--- config.mk ---
export PLATFORM = sky130hd
export DESIGN_NAME = decode_stage
export DESIGN_NICKNAME = d
export VERILOG_FILES = /design/src/rtl/decode_stage_pkg.sv /design/src/rtl/decode_stage_control_decoder.sv /design/src/rtl/decode_stage.sv
export SDC_FILE = /design/constraint.sdc
export NUM_CORES = 1
export LEC_CHECK = 0
export ABC_CLOCK_PERIOD_IN_PS = 10730
export BUFFER_PORTS_ARGS = -buffer_cell sky130_fd_sc_hd__clkbuf_2
export CAP_MARGIN = 5
export CORE_MARGIN = 5
export CORE_UTILIZATION = 49
export CTS_CLUSTER_SIZE = 8
export DETAILED_ROUTE_END_ITERATION = 16
export GPL_TIMING_DRIVEN = 0
export PLACE_DENSITY = 0.82
export SLEW_MARGIN = 20
export SYNTH_ARGS = -nofsm -noshare
export SYNTH_HDL_FRONTEND = slang
export SYNTH_SLANG_ARGS = --single-unit
--- constraint.sdc ---
create_clock -name clk -period 10.73 [get_ports clk]
set_input_delay 0.5365 -clock clk [delete_from_list [all_inputs] [get_ports clk]]
set_output_delay 0.5365 -clock clk [all_outputs]
set_load 0.03 [all_outputs]
--- src/rtl/decode_stage_pkg.sv ---
// Shared MIPS32 decode definitions: opcode/funct values, ALU and branch encodings,
// immediate formats and the ID/EX register layout.
package decode_stage_pkg;

    localparam logic [5:0] OP_RTYPE = 6'h00;
    localparam logic [5:0] OP_J     = 6'h02;
    localparam logic [5:0] OP_BEQ   = 6'h04;
    localparam logic [5:0] OP_BNE   = 6'h05;
    localparam logic [5:0] OP_ADDI  = 6'h08;
    localparam logic [5:0] OP_ANDI  = 6'h0C;
    localparam logic [5:0] OP_ORI   = 6'h0D;
    localparam logic [5:0] OP_LUI   = 6'h0F;
    localparam logic [5:0] OP_LW    = 6'h23;
    localparam logic [5:0] OP_SW    = 6'h2B;

    localparam logic [5:0] FN_SLL = 6'h00;
    localparam logic [5:0] FN_SRL = 6'h02;
    localparam logic [5:0] FN_ADD = 6'h20;
    localparam logic [5:0] FN_SUB = 6'h22;
    localparam logic [5:0] FN_AND = 6'h24;
    localparam logic [5:0] FN_OR  = 6'h25;
    localparam logic [5:0] FN_SLT = 6'h2A;

    typedef enum logic [3:0] {
        ALU_ADD = 4'd0,
        ALU_SUB = 4'd1,
        ALU_AND = 4'd2,
        ALU_OR  = 4'd3,
        ALU_SLT = 4'd4,
        ALU_SLL = 4'd5,
        ALU_SRL = 4'd6,
        ALU_LUI = 4'd7
    } alu_op_e;

    typedef enum logic [1:0] {
        BR_NONE = 2'b00,
        BR_BEQ  = 2'b01,
        BR_BNE  = 2'b10
    } branch_e;

    typedef enum logic [1:0] {
        IMM_SIGN  = 2'd0,
        IMM_ZERO  = 2'd1,
        IMM_UPPER = 2'd2,
        IMM_JUMP  = 2'd3
    } imm_sel_e;

    typedef struct packed {
        alu_op_e alu_op;
        logic    alu_src;
        logic    mem_read;
        logic    mem_write;
        logic    reg_write;
        logic    mem_to_reg;
        logic    jump;
        branch_e branch;
        logic    illegal;
    } ctrl_t;

    typedef struct packed {
        logic        valid;
        logic [31:0] pc4;
        logic [31:0] rs_data;
        logic [31:0] rt_data;
        logic [31:0] imm;
        logic [4:0]  rs;
        logic [4:0]  rt;
        logic [4:0]  dst;
        logic [4:0]  shamt;
        ctrl_t       ctrl;
    } idex_t;

endpackage

--- src/rtl/decode_stage_control_decoder.sv ---
// Combinational opcode/funct decoder producing control flags, immediate format
// and which source registers the instruction actually reads.
module control_decoder
    import decode_stage_pkg::*;
(
    input  logic [5:0] opcode,
    input  logic [5:0] funct,
    output ctrl_t      ctrl,
    output imm_sel_e   imm_sel,
    output logic       reg_dst_rd,
    output logic       uses_rs,
    output logic       uses_rt
);

    always_comb begin
        ctrl       = '0;
        imm_sel    = IMM_SIGN;
        reg_dst_rd = 1'b0;
        uses_rs    = 1'b1;
        uses_rt    = 1'b0;
        case (opcode)
            OP_RTYPE: begin
                reg_dst_rd     = 1'b1;
                uses_rt        = 1'b1;
                ctrl.reg_write = 1'b1;
                case (funct)
                    FN_ADD: ctrl.alu_op = ALU_ADD;
                    FN_SUB: ctrl.alu_op = ALU_SUB;
                    FN_AND: ctrl.alu_op = ALU_AND;
                    FN_OR:  ctrl.alu_op = ALU_OR;
                    FN_SLT: ctrl.alu_op = ALU_SLT;
                    FN_SLL: begin ctrl.alu_op = ALU_SLL; uses_rs = 1'b0; end
                    FN_SRL: begin ctrl.alu_op = ALU_SRL; uses_rs = 1'b0; end
                    default: begin
                        // Unknown funct: no side effects and no hazard interlock.
                        ctrl.illegal   = 1'b1;
                        ctrl.reg_write = 1'b0;
                        uses_rs        = 1'b0;
                        uses_rt        = 1'b0;
                    end
                endcase
            end
            OP_ADDI: begin ctrl.alu_src = 1'b1; ctrl.reg_write = 1'b1; end
            OP_ANDI: begin
                ctrl.alu_op = ALU_AND; ctrl.alu_src = 1'b1; ctrl.reg_write = 1'b1;
                imm_sel = IMM_ZERO;
            end
            OP_ORI: begin
                ctrl.alu_op = ALU_OR; ctrl.alu_src = 1'b1; ctrl.reg_write = 1'b1;
                imm_sel = IMM_ZERO;
            end
            OP_LUI: begin
                ctrl.alu_op = ALU_LUI; ctrl.alu_src = 1'b1; ctrl.reg_write = 1'b1;
                imm_sel = IMM_UPPER; uses_rs = 1'b0;
            end
            OP_LW: begin
                ctrl.alu_src = 1'b1; ctrl.mem_read = 1'b1;
                ctrl.reg_write = 1'b1; ctrl.mem_to_reg = 1'b1;
            end
            OP_SW:  begin ctrl.alu_src = 1'b1; ctrl.mem_write = 1'b1; uses_rt = 1'b1; end
            OP_BEQ: begin ctrl.alu_op = ALU_SUB; ctrl.branch = BR_BEQ; uses_rt = 1'b1; end
            OP_BNE: begin ctrl.alu_op = ALU_SUB; ctrl.branch = BR_BNE; uses_rt = 1'b1; end
            OP_J:   begin ctrl.jump = 1'b1; imm_sel = IMM_JUMP; uses_rs = 1'b0; end
            default: begin
                ctrl.illegal = 1'b1;
                uses_rs      = 1'b0;
            end
        endcase
    end

endmodule

--- src/rtl/decode_stage.sv ---
// MIPS instruction-decode stage: register-file addressing, immediate extension,
// load-use stall detection, flush handling and the ID/EX pipeline register.
module decode_stage
    import decode_stage_pkg::*;
(
    input  logic        clk,
    input  logic        rst,
    input  logic [31:0] if_instr,
    input  logic [31:0] if_pc4,
    input  logic        if_valid,
    input  logic        flush,
    output logic [4:0]  rf_read_reg1,
    output logic [4:0]  rf_read_reg2,
    input  logic [31:0] rf_out_reg1,
    input  logic [31:0] rf_out_reg2,
    output logic        stall,
    output logic        ex_valid,
    output logic [31:0] ex_pc4,
    output logic [31:0] ex_rs_data,
    output logic [31:0] ex_rt_data,
    output logic [31:0] ex_imm,
    output logic [4:0]  ex_rs,
    output logic [4:0]  ex_rt,
    output logic [4:0]  ex_dst,
    output logic [4:0]  ex_shamt,
    output logic [3:0]  ex_alu_op,
    output logic        ex_alu_src,
    output logic        ex_mem_read,
    output logic        ex_mem_write,
    output logic        ex_reg_write,
    output logic        ex_mem_to_reg,
    output logic        ex_jump,
    output logic        ex_illegal,
    output logic [1:0]  ex_branch
);

    function automatic logic [31:0] extend_imm(input imm_sel_e sel, input logic [25:0] field);
        logic signed [15:0] imm_s;
        imm_s = field[15:0];
        case (sel)
            IMM_SIGN:  extend_imm = 32'(imm_s);
            IMM_ZERO:  extend_imm = {16'h0, field[15:0]};
            IMM_UPPER: extend_imm = {field[15:0], 16'h0};
            default:   extend_imm = {6'b0, field};
        endcase
    endfunction

    logic [4:0] rs, rt, rd;
    ctrl_t      ctrl;
    imm_sel_e   imm_sel;
    logic       reg_dst_rd, uses_rs, uses_rt;
    logic       load_use, bubble;
    idex_t      idex_d, idex_q;

    assign rs = if_instr[25:21];
    assign rt = if_instr[20:16];
    assign rd = if_instr[15:11];
    assign rf_read_reg1 = rs;
    assign rf_read_reg2 = rt;

    control_decoder u_dec (
        .opcode     (if_instr[31:26]),
        .funct      (if_instr[5:0]),
        .ctrl       (ctrl),
        .imm_sel    (imm_sel),
        .reg_dst_rd (reg_dst_rd),
        .uses_rs    (uses_rs),
        .uses_rt    (uses_rt)
    );

    // A load in EX whose target is read here cannot be forwarded in time.
    assign load_use = if_valid & idex_q.valid & idex_q.ctrl.mem_read & (idex_q.rt != 5'd0) &
                      (((idex_q.rt == rs) & uses_rs) | ((idex_q.rt == rt) & uses_rt));
    assign stall  = load_use & ~flush;
    assign bubble = flush | load_use | ~if_valid;

    always_comb begin
        idex_d = '0;
        if (!bubble) begin
            idex_d.valid   = 1'b1;
            idex_d.pc4     = if_pc4;
            idex_d.rs_data = (rs == 5'd0) ? 32'h0 : rf_out_reg1;
            idex_d.rt_data = (rt == 5'd0) ? 32'h0 : rf_out_reg2;
            idex_d.imm     = extend_imm(imm_sel, if_instr[25:0]);
            idex_d.rs      = rs;
            idex_d.rt      = rt;
            idex_d.dst     = reg_dst_rd ? rd : rt;
            idex_d.shamt   = if_instr[10:6];
            idex_d.ctrl    = ctrl;
        end
    end

    // ID/EX pipeline register
    always_ff @(posedge clk or posedge rst) begin
        if (rst) idex_q <= '0;
        else     idex_q <= idex_d;
    end

    assign ex_valid      = idex_q.valid;
    assign ex_pc4        = idex_q.pc4;
    assign ex_rs_data    = idex_q.rs_data;
    assign ex_rt_data    = idex_q.rt_data;
    assign ex_imm        = idex_q.imm;
    assign ex_rs         = idex_q.rs;
    assign ex_rt         = idex_q.rt;
    assign ex_dst        = idex_q.dst;
    assign ex_shamt      = idex_q.shamt;
    assign ex_alu_op     = idex_q.ctrl.alu_op;
    assign ex_alu_src    = idex_q.ctrl.alu_src;
    assign ex_mem_read   = idex_q.ctrl.mem_read;
    assign ex_mem_write  = idex_q.ctrl.mem_write;
    assign ex_reg_write  = idex_q.ctrl.reg_write;
    assign ex_mem_to_reg = idex_q.ctrl.mem_to_reg;
    assign ex_jump       = idex_q.ctrl.jump;
    assign ex_illegal    = idex_q.ctrl.illegal;
    assign ex_branch     = idex_q.ctrl.branch;

endmodule
# Yosys cells after proc, flatten, opt, wreduce, memory -nomap -nowiden
# Index checks and enable logic that the tools add are counted.
word_totals:
  reg_bits: 162
  input_bits: 132
  out_inout_bits: 173
  elab_cells: 85
op_classes:
  eq_ne: 19
  n_mux: 21
  bitwise_logic: 12
  reduce_logical: 15
ops:
  columns: ["op", "count"]
  rows:
  - ["$mux 162", 1]
  - ["$pmux 32 s3", 1]
  - ["$mux 32", 2]
  - ["$eq 6x6->1 const B", 7]
  - ["$eq 6x4->1 const B", 4]
  - ["$pmux 3 s6", 1]
  - ["$pmux 3 s5", 1]
  - ["$reduce_or 7->1", 2]
  - ["$eq 6x2->1 const B", 2]
  - ["$eq 6x3->1 const B", 2]
  - ["$logic_not 6->1", 2]
  - ["$eq 5x5->1", 2]
  - ["$logic_not 5->1", 2]
  - ["$reduce_or 5->1", 2]
  - ["$reduce_or 9->1", 1]
  - ["$mux 1", 8]
  - ["$pmux 1 s2", 4]
  - ["$and 1x1->1", 7]
  - ["$pmux 2 s3", 1]
  - ["$reduce_or 6->1", 1]
  - ["$mux 5", 1]
  - ["$reduce_bool 5->1", 1]
  - ["$pmux 2 s2", 1]
  - ["$reduce_or 2->1", 2]
  - ["other kinds (6)", 9]

# Logic depth before layout (Yosys ltp)
# Gate-level depths: netlist of the first run.
logic_depth:
  depth_word: 10
  depth_mapped: 10
  ltp_nobuf: 7

# Modules after synthesis
# Synthesis of the first run repeated with hierarchy kept, for this count alone.
hier_totals:
  cells_unflattened: 513
  hier_area_um2: 6257.3
modules_own_cells:
  columns: ["mod", "n_inst", "cells_each", "area_per_inst_um2", "seq_area_each_um2"]
  rows:
  - ["decode_stage", 1, 443, 5811.8, 4053.9]
  - ["control_decoder", 1, 70, 445.4, 0.0]

# Worst setup path before layout of the first run
# OpenSTA, ideal clock, no wires.
synth_timing:
  path_kind: "input -> output"
  start: "input port if_instr[30]"
  end: "output port stall"
  arrival_ns: 2.038
  required_ns: 10.194
  path_slack_ns: 8.155
  stages: 6
  n_path_buf: 1
  path_cell_list: "buf_2 > nor4_4 > and3b_1 > and4_1 > o21ai_0 > a21oi_1"
synth_via:
  elab_chain_len: 7
  elab_cells_between_ends: 17
  cone_classes: "eq/ne (7); mux (2); bitwise (5); reduce/logical (3)"
synth_lines:
  columns: ["element", "line_no", "rtl"]
  rows:
  - ["start: declaration", "decode_stage.sv:8", "input logic [31:0] if_instr,"]
  - ["$eq 6x4->1, or another cell as far along", "decode_stage_control_decoder.sv:21", "case (opcode)"]
  - ["$reduce_or 7->1 (no source line) / $reduce_or 3->1 (equally long branches)", null, null]
  - ["$pmux 1 s2", "decode_stage_control_decoder.sv:21", null]
  - ["$and 1x1->1", "decode_stage.sv:73", "(((idex_q.rt == rs) & uses_rs) | ((idex_q.rt == rt) & uses_rt));"]
  - ["$or 1x1->1 *", "decode_stage.sv:73", null]
  - ["$and 1x1->1 *", "decode_stage.sv:72", "assign load_use = if_valid & idex_q.valid & idex_q.ctrl.mem_read & (idex_q.rt != 5'd0) &"]
  - ["$and 1x1->1 *", "decode_stage.sv:74", "assign stall = load_use & ~flush;"]
  - ["end: declaration", "decode_stage.sv:16", "output logic stall,"]
# Mark *: on every way between the ends. The rest lies on a longest branch, timed or not.

# Final worst setup path of the first run
layout_timing:
  start: "input port if_instr[29]"
  end: "output port stall"
# Same word-level chain as after synthesis.

==> impl_results.md, run 1 <==
- Final instance area: 8290 µm²
- DRC Markers: 0
- Share of cells above drive strength 1: 0.450
- Synth top area share: 0.667
- # Max-Cap Violations: 0
- PortBufs: 299
- Total Wirelength: 18.3 mm
- Final worst path period need: 2730 ps
- Fin cells: 971
- Worst Path Required: 10190 ps
- Fin worst setup slack: 8000 ps
- Overflow after GRT: 0
- Synth cell count leaders: 160 x dfrtp_1, 79 x and3_1, 47 x and2_1
- DP HPWL: 13.8 mm
- Hold_buf cts: 0
- Clk sinks: 160
- Total global routing track utilization: 0.251
- Root Driver: clkbuf_16
- Setup bufs post-CTS: 0
- Area Growth Syn to Fin: 38.0%
- TritonRoute pass-1 iters: 4
- Core Region: 12000 µm²
- Hold_ws: 182 ps
- # nets final: 943
- Worst slew margin: 0.513
- Fmax achieved: 0.366 GHz
- I/O pins: 305
- Leading area contributor after synthesis: dfrtp_1
- Power per Cell Area: 167 nW/µm²
- Startpoint types: input port
- Final hold vios: 0
- Clock latency on the worst-skew pair: 420 ps
- Internal power: 1.02 mW
- Starting Density: 0.500
- Sw Share: 0.265
- CTS tree: done
- Initial antenna violation count: 0
- TritonCTS Buffers: 17
- Site Rows: 40
- Vias in the first global route: 5252
- Status: complete, no violations
- Sequential share of power: 0.458
- Final Setup Violations: 0
- Worst vdd ir: 0.000103 V
- Placed Cells: 939
- Initial DRC Count: 277
- # diodes: 0
- Leakage power: 4.85 nW
- Synth unique cells: 48
- Max Clock Skew: 5.30 ps
- Placed cell areas: 7720 µm²
- Synthesized area: 6000 µm²
- Final Max Tran Viols: 0
- Ys flop type: dfrtp_1
- Post-Syn Instances: 492
- GPL Wtd Cong: 0.908
- Crit Path Max Fanout: 5
- Synthesized area per cell: 12.2 µm²
- Net Switching: 0.366 mW
- Die X: 121 µm
- Post-DRT Antenna Nets: 0
- Top post-synthesis cells by area: dfrtp_1 67%, and3_1 8.2%, and2_1 4.9%
- Post-route clock period utilization: 0.254
- Most frequent cell after synthesis: dfrtp_1
- Number of synthesized flops with an enable pin: 0
- Setup repair after global routing missed its margin: false
- Clk pwr share: 0.415
- #FFs+latches synth: 160
- Max clock buf depth: 2
- # resized after CTS: 0
- Hold/Removal Path Class: in -> async
- Syn_nets: 624
- Pin count of the biggest net entering global routing: 83
- Worst-path clk slew: 60 ps
- Vert. Die Dim: 121 µm
- CTS H-tree depth: 4
- Async set-reset flop share out of synthesis: 1.00
- First-pass GRT wire length: 28.0 mm
- Total Power: 1.38 mW
- Vias: 5008
- Die area: 14600 µm²
- Logic pwr share: 0.127
- WP data arrival: 2190 ps
- Seq/Total Area, Yosys: 0.667
- CP Class: in -> out
- Critical path endpoint category: primary output
- Vias per cell: 5.16
- DP Worst Slack: 8020 ps
- Setup TNS: 0 ps
- Avg WL per Cell: 18.9 µm
- Worst-Margin Slew: 729 ps
- Post-layout util: 0.690
- Warning count from the yosys run: 0
-- placed cells by master (no fill, tap or decap), drive strengths merged, types with 2 or more instances in the layout --
| master | instances |
|---|---|
| clkbuf | 338 |
| a22o | 2 |
| clkinv | 7 |
| nor3b | 2 |
| xnor2 | 6 |
| clkinvlp | 2 |
| buf | 26 |
| mux2i | 4 |
| and3 | 79 |
| inv | 8 |
| nand3 | 11 |
| dfrtp | 160 |
| nor3 | 20 |
| nor4b | 2 |
| nor4 | 5 |
| nand4 | 3 |
| nor2 | 31 |
| and2 | 47 |
| xor2 | 4 |
| a21boi | 2 |
| nor2b | 4 |
| nand2 | 14 |
| o21ai | 4 |
| nand3b | 2 |
| a21oi | 24 |
| o32a | 2 |
-- area by class of cell --
cell class / count / area (µm²)
well taps: 147 / 184
multi-input cells: 282 / 1710
flip-flops and latches: 160 / 4000
plain buffers: 44 / 273
fillers: 914 / 3730
clock inverters: 12 / 109
clock buffers: 20 / 457
inverters: 6 / 30.0
repair buffers: 300 / 1520
-- power by group through the flow --
stage          clock (mW)  sequential, mW  combinational (mW)
2_1_floorplan           0           0.690              0.0575
3_3_place_gp            0           0.644               0.171
3_5_place_dp            0           0.644               0.176
6_report            0.573           0.633               0.175
5_1_grt             0.606           0.635               0.189
4_1_cts             0.579           0.634               0.177
-- logic make-up (layout without fill, tap and decap cells) --
| family | after synthesis | count (layout) | synth area share |
|---|---|---|---|
| DFF | 160 | 160 | 0.667 |
| buffers and inverters | 50 | 382 | 0.0492 |
| muxes | 4 | 4 | 0.00667 |
| AOI/OAI and AO/OA | 41 | 41 | 0.0421 |
| xor gates and xnor gates | 10 | 10 | 0.0146 |
| and+or+nand+nor | 226 | 226 | 0.220 |
| other | 1 | 1 | 0.000625 |
-- per-layer routing --
metal	GRT usage	wire length, µm	vias to the layer above
li1	-	-	2288
met1	0.299	6760	2399
met2	0.425	9400	272
met3	0.0706	1530	49
met4	0.113	623	0
met5	0	0	-
-- worst max-delay path, stage by stage --
cell      delay [ps]
clkbuf_2         140
nor4_4           420
and3b_1          290
and4_1           240
o21ai_0          120
a21oi_1          210
clkbuf_2         240
-- worst paths after layout --
kind                                          from                        to  slack (ps)  cells after the start
worst max-delay path                  if_instr[29]                     stall        8000                      7
worst min-delay path                           rst  ex_rt_data[27]$_DFF_PP0_         180                      2
worst max register to register  ex_rt[1]$_DFF_PP0_  ex_rs_data[30]$_DFF_PP0_        8410                      9
worst min register to register  ex_rt[1]$_DFF_PP0_    ex_branch[0]$_DFF_PP0_        1030                      4
max in group asynchronous                      rst     ex_mem_read$_DFF_PP0_        9770                      3
min in group clk                        if_pc4[25]      ex_pc4[25]$_DFF_PP0_         320                      2
-- sequential cells by signal, summed over array words and instances (netlist names) --
register	cells
ex_alu_src	1
ex_rt	5
ex_shamt	5
ex_mem_read	1
ex_branch	2
ex_rt_data	32
ex_imm	32
ex_alu_op	3
ex_illegal	1
ex_dst	5
ex_valid	1
ex_jump	1
ex_mem_write	1
ex_pc4	32
ex_reg_write	1
ex_rs_data	32
ex_rs	5
Note: power is estimated with default switching activity, not from simulation.
==> run 2: changes to the inputs <==
--- a/config.mk
+++ b/config.mk
@@ -5,15 +5,15 @@
 export SDC_FILE = /design/constraint.sdc
 export NUM_CORES = 1
 export LEC_CHECK = 0
-export ABC_CLOCK_PERIOD_IN_PS = 10730
+export ABC_CLOCK_PERIOD_IN_PS = 2600
 export BUFFER_PORTS_ARGS = -buffer_cell sky130_fd_sc_hd__clkbuf_2
 export CAP_MARGIN = 5
 export CORE_MARGIN = 5
-export CORE_UTILIZATION = 49
+export CORE_UTILIZATION = 45
 export CTS_CLUSTER_SIZE = 8
 export DETAILED_ROUTE_END_ITERATION = 16
 export GPL_TIMING_DRIVEN = 0
-export PLACE_DENSITY = 0.82
+export PLACE_DENSITY = 0.76
 export SLEW_MARGIN = 20
 export SYNTH_ARGS = -nofsm -noshare
 export SYNTH_HDL_FRONTEND = slang
==> constraint.sdc (replaced) <==
create_clock -name clk -period 2.6 [get_ports clk]
set_input_delay 0.13 -clock clk [delete_from_list [all_inputs] [get_ports clk]]
set_output_delay 0.13 -clock clk [all_outputs]
set_load 0.03 [all_outputs]
==> impl_results.md, run 2 (synthesized netlist as in run 1, its figures left out) <==
- Hold Path Stages: 2
- Clock latency on the worst-skew pair: 430 ps
- Setup repair after global routing missed its margin: false
- Final Setup Violations: 0
- Internal power: 4.63 mW
- Post-route clock period utilization: 0.921
- Storage cell area: 4000 µm²
- Initial antenna violation count: 2
- Sequential share of power: 0.420
- Worst vdd ir: 0.000367 V
- Max clock buf depth: 2
- Final hold vios: 0
- R2R depth: 9
- GPL Wtd Cong: 0.845
- TritonRoute pass-1 iters: 5
- Total global routing track utilization: 0.303
- Setup bufs post-CTS: 0
- Hold/Removal Path Class: in -> reg
- Crit Path Max Fanout: 8
- Clk sinks: 160
- Vias: 5830
- Clk pwr share: 0.435
- I/O pins: 305
- Area Growth Syn to Fin: 59.6%
- Worst slew margin: 0.519
- # nets final: 1056
- Die area: 15800 µm²
- Worst-Margin Slew: 720 ps
- Sw Share: 0.259
- Post-DRT Antenna Nets: 0
- Final Max Tran Viols: 0
- Vias in the first global route: 6249
- Fmax achieved: 0.418 GHz
- Vert. Die Dim: 126 µm
- Hold path start: if_instr[25]
- Pin count of the biggest net entering global routing: 33
- Status: complete, no violations
- Hold worst-path end: ex_rs[4]$_DFF_PP0_
- Critical path endpoint category: primary output
- Leakage power: 5.38 nW
- Startpoint types: input port
- Overflow after GRT: 0
- Net Switching: 1.62 mW
- Logic pwr share: 0.146
- Worst r2r dst: ex_pc4[18]$_DFF_PP0_
- Placed Cells: 972
- Worst-path clk slew: 60 ps
- Reg2reg start: ex_rt[1]$_DFF_PP0_
- Register-to-Register Setup Slack: 250 ps
- Vias per cell: 5.23
- Root Driver: clkbuf_16
- DP HPWL: 15.2 mm
- Fin cells: 1114
- Site Rows: 42
- CTS tree: done
- Max Clock Skew: 11.6 ps
- CTS H-tree depth: 4
- Total Wirelength: 24.1 mm
- Die X: 126 µm
- Commonest non-fill, non-tap cell in the layout: clkbuf_2
- WP data arrival: 2270 ps
- # resized after CTS: 0
- Power per Cell Area: 652 nW/µm²
- FILL cells: 863
- Hold_buf cts: 109
- Hold_ws: 17.9 ps
- Share of cells above drive strength 1: 0.401
- Initial DRC Count: 527
- PortBufs: 299
- # Max-Cap Violations: 0
- CP Class: in -> out
- Commonest cells after routing, fill and taps aside: 306 x clkbuf_2, 160 x dfrtp_1, 109 x dlygate4sd3_1
- Multi-input gate area: 1710 µm²
- First-pass GRT wire length: 36.3 mm
- TritonCTS Buffers: 17
- Starting Density: 0.457
- DRC Markers: 0
- Core Region: 13100 µm²
- Avg WL per Cell: 21.6 µm
- Total Power: 6.25 mW
- Worst Path Required: 2470 ps
- Final worst path period need: 2400 ps
-- run 2: cell types whose count changed in the layout (fill, tap and decap cells not counted) --
cell / previous run / this run
clkbuf_8: 2 / 3
bufinv_16: 1 / 4
buf_12: 0 / 3
clkinvlp_4: 2 / 3
clkinv_2: 4 / 1
dlygate4sd3_1: 0 / 109
buf_16: 1 / 2
clkbuf_1: 13 / 12
clkinv_4: 3 / 1
diode_2: 0 / 2
-- run 2: final cells by class --
cell class                 instances  share of cell area
clock buffer                      20              0.0487
timing repair buffer             413               0.282
multi-input combinational        282               0.178
buffer                            44              0.0285
sequential                       160               0.418
antenna                            2            0.000522
tap                              176              0.0230
inverter                           6             0.00274
clock inverter                    11              0.0185
-- run 2: power by group through the flow --
stage               Clock (mW)  Sequential [mW]  Combinational, mW
global placement             0             2.66              0.708
global route              2.86             2.63              0.965
floorplan                    0             2.85              0.238
finish                    2.72             2.62              0.910
CTS                       2.73             2.62              0.888
detailed placement           0             2.66              0.745
-- run 2: metrics by stage --
stage           util  TNS [ps]  setup slack (ps)  area, µm²
2_1_floorplan      -         0               441       6010
3_3_place_gp   0.588    -51630              -333       7720
3_5_place_dp   0.597         0               299       7840
4_1_cts        0.729         0               186       9580
5_1_grt        0.729         0              93.5       9580
6_report       0.729         0               205       9580
-- run 2: worst max-delay path by stage --
stage                       startpoint                        to  depth (start not counted)
finish                    if_instr[30]                     stall                          8
global route        ex_valid$_DFF_PP0_                     stall                          6
CTS                 ex_valid$_DFF_PP0_                     stall                          6
detailed placement  ex_rt[1]$_DFF_PP0_  ex_rs_data[30]$_DFF_PP0_                          9
global placement                   rst       ex_pc4[0]$_DFF_PP0_                          2
floorplan                          rst    ex_alu_op[0]$_DFF_PP0_                          1
-- run 2: routing by layer --
metal	up-vias	track usage	share of wire
li1	2523	-	-
met1	2880	0.329	0.34
met2	342	0.549	0.53
met3	85	0.0768	0.075
met4	0	0.148	0.047
met5	-	0	0
-- run 2: critical path, stage by stage --
cell and delay (ps):
dlygate4sd3_1 520, buf_2 180, nor4_4 380, nand2_4 190
nor3_4 260, o2111ai_2 160, a21oi_1 210, clkbuf_2 230
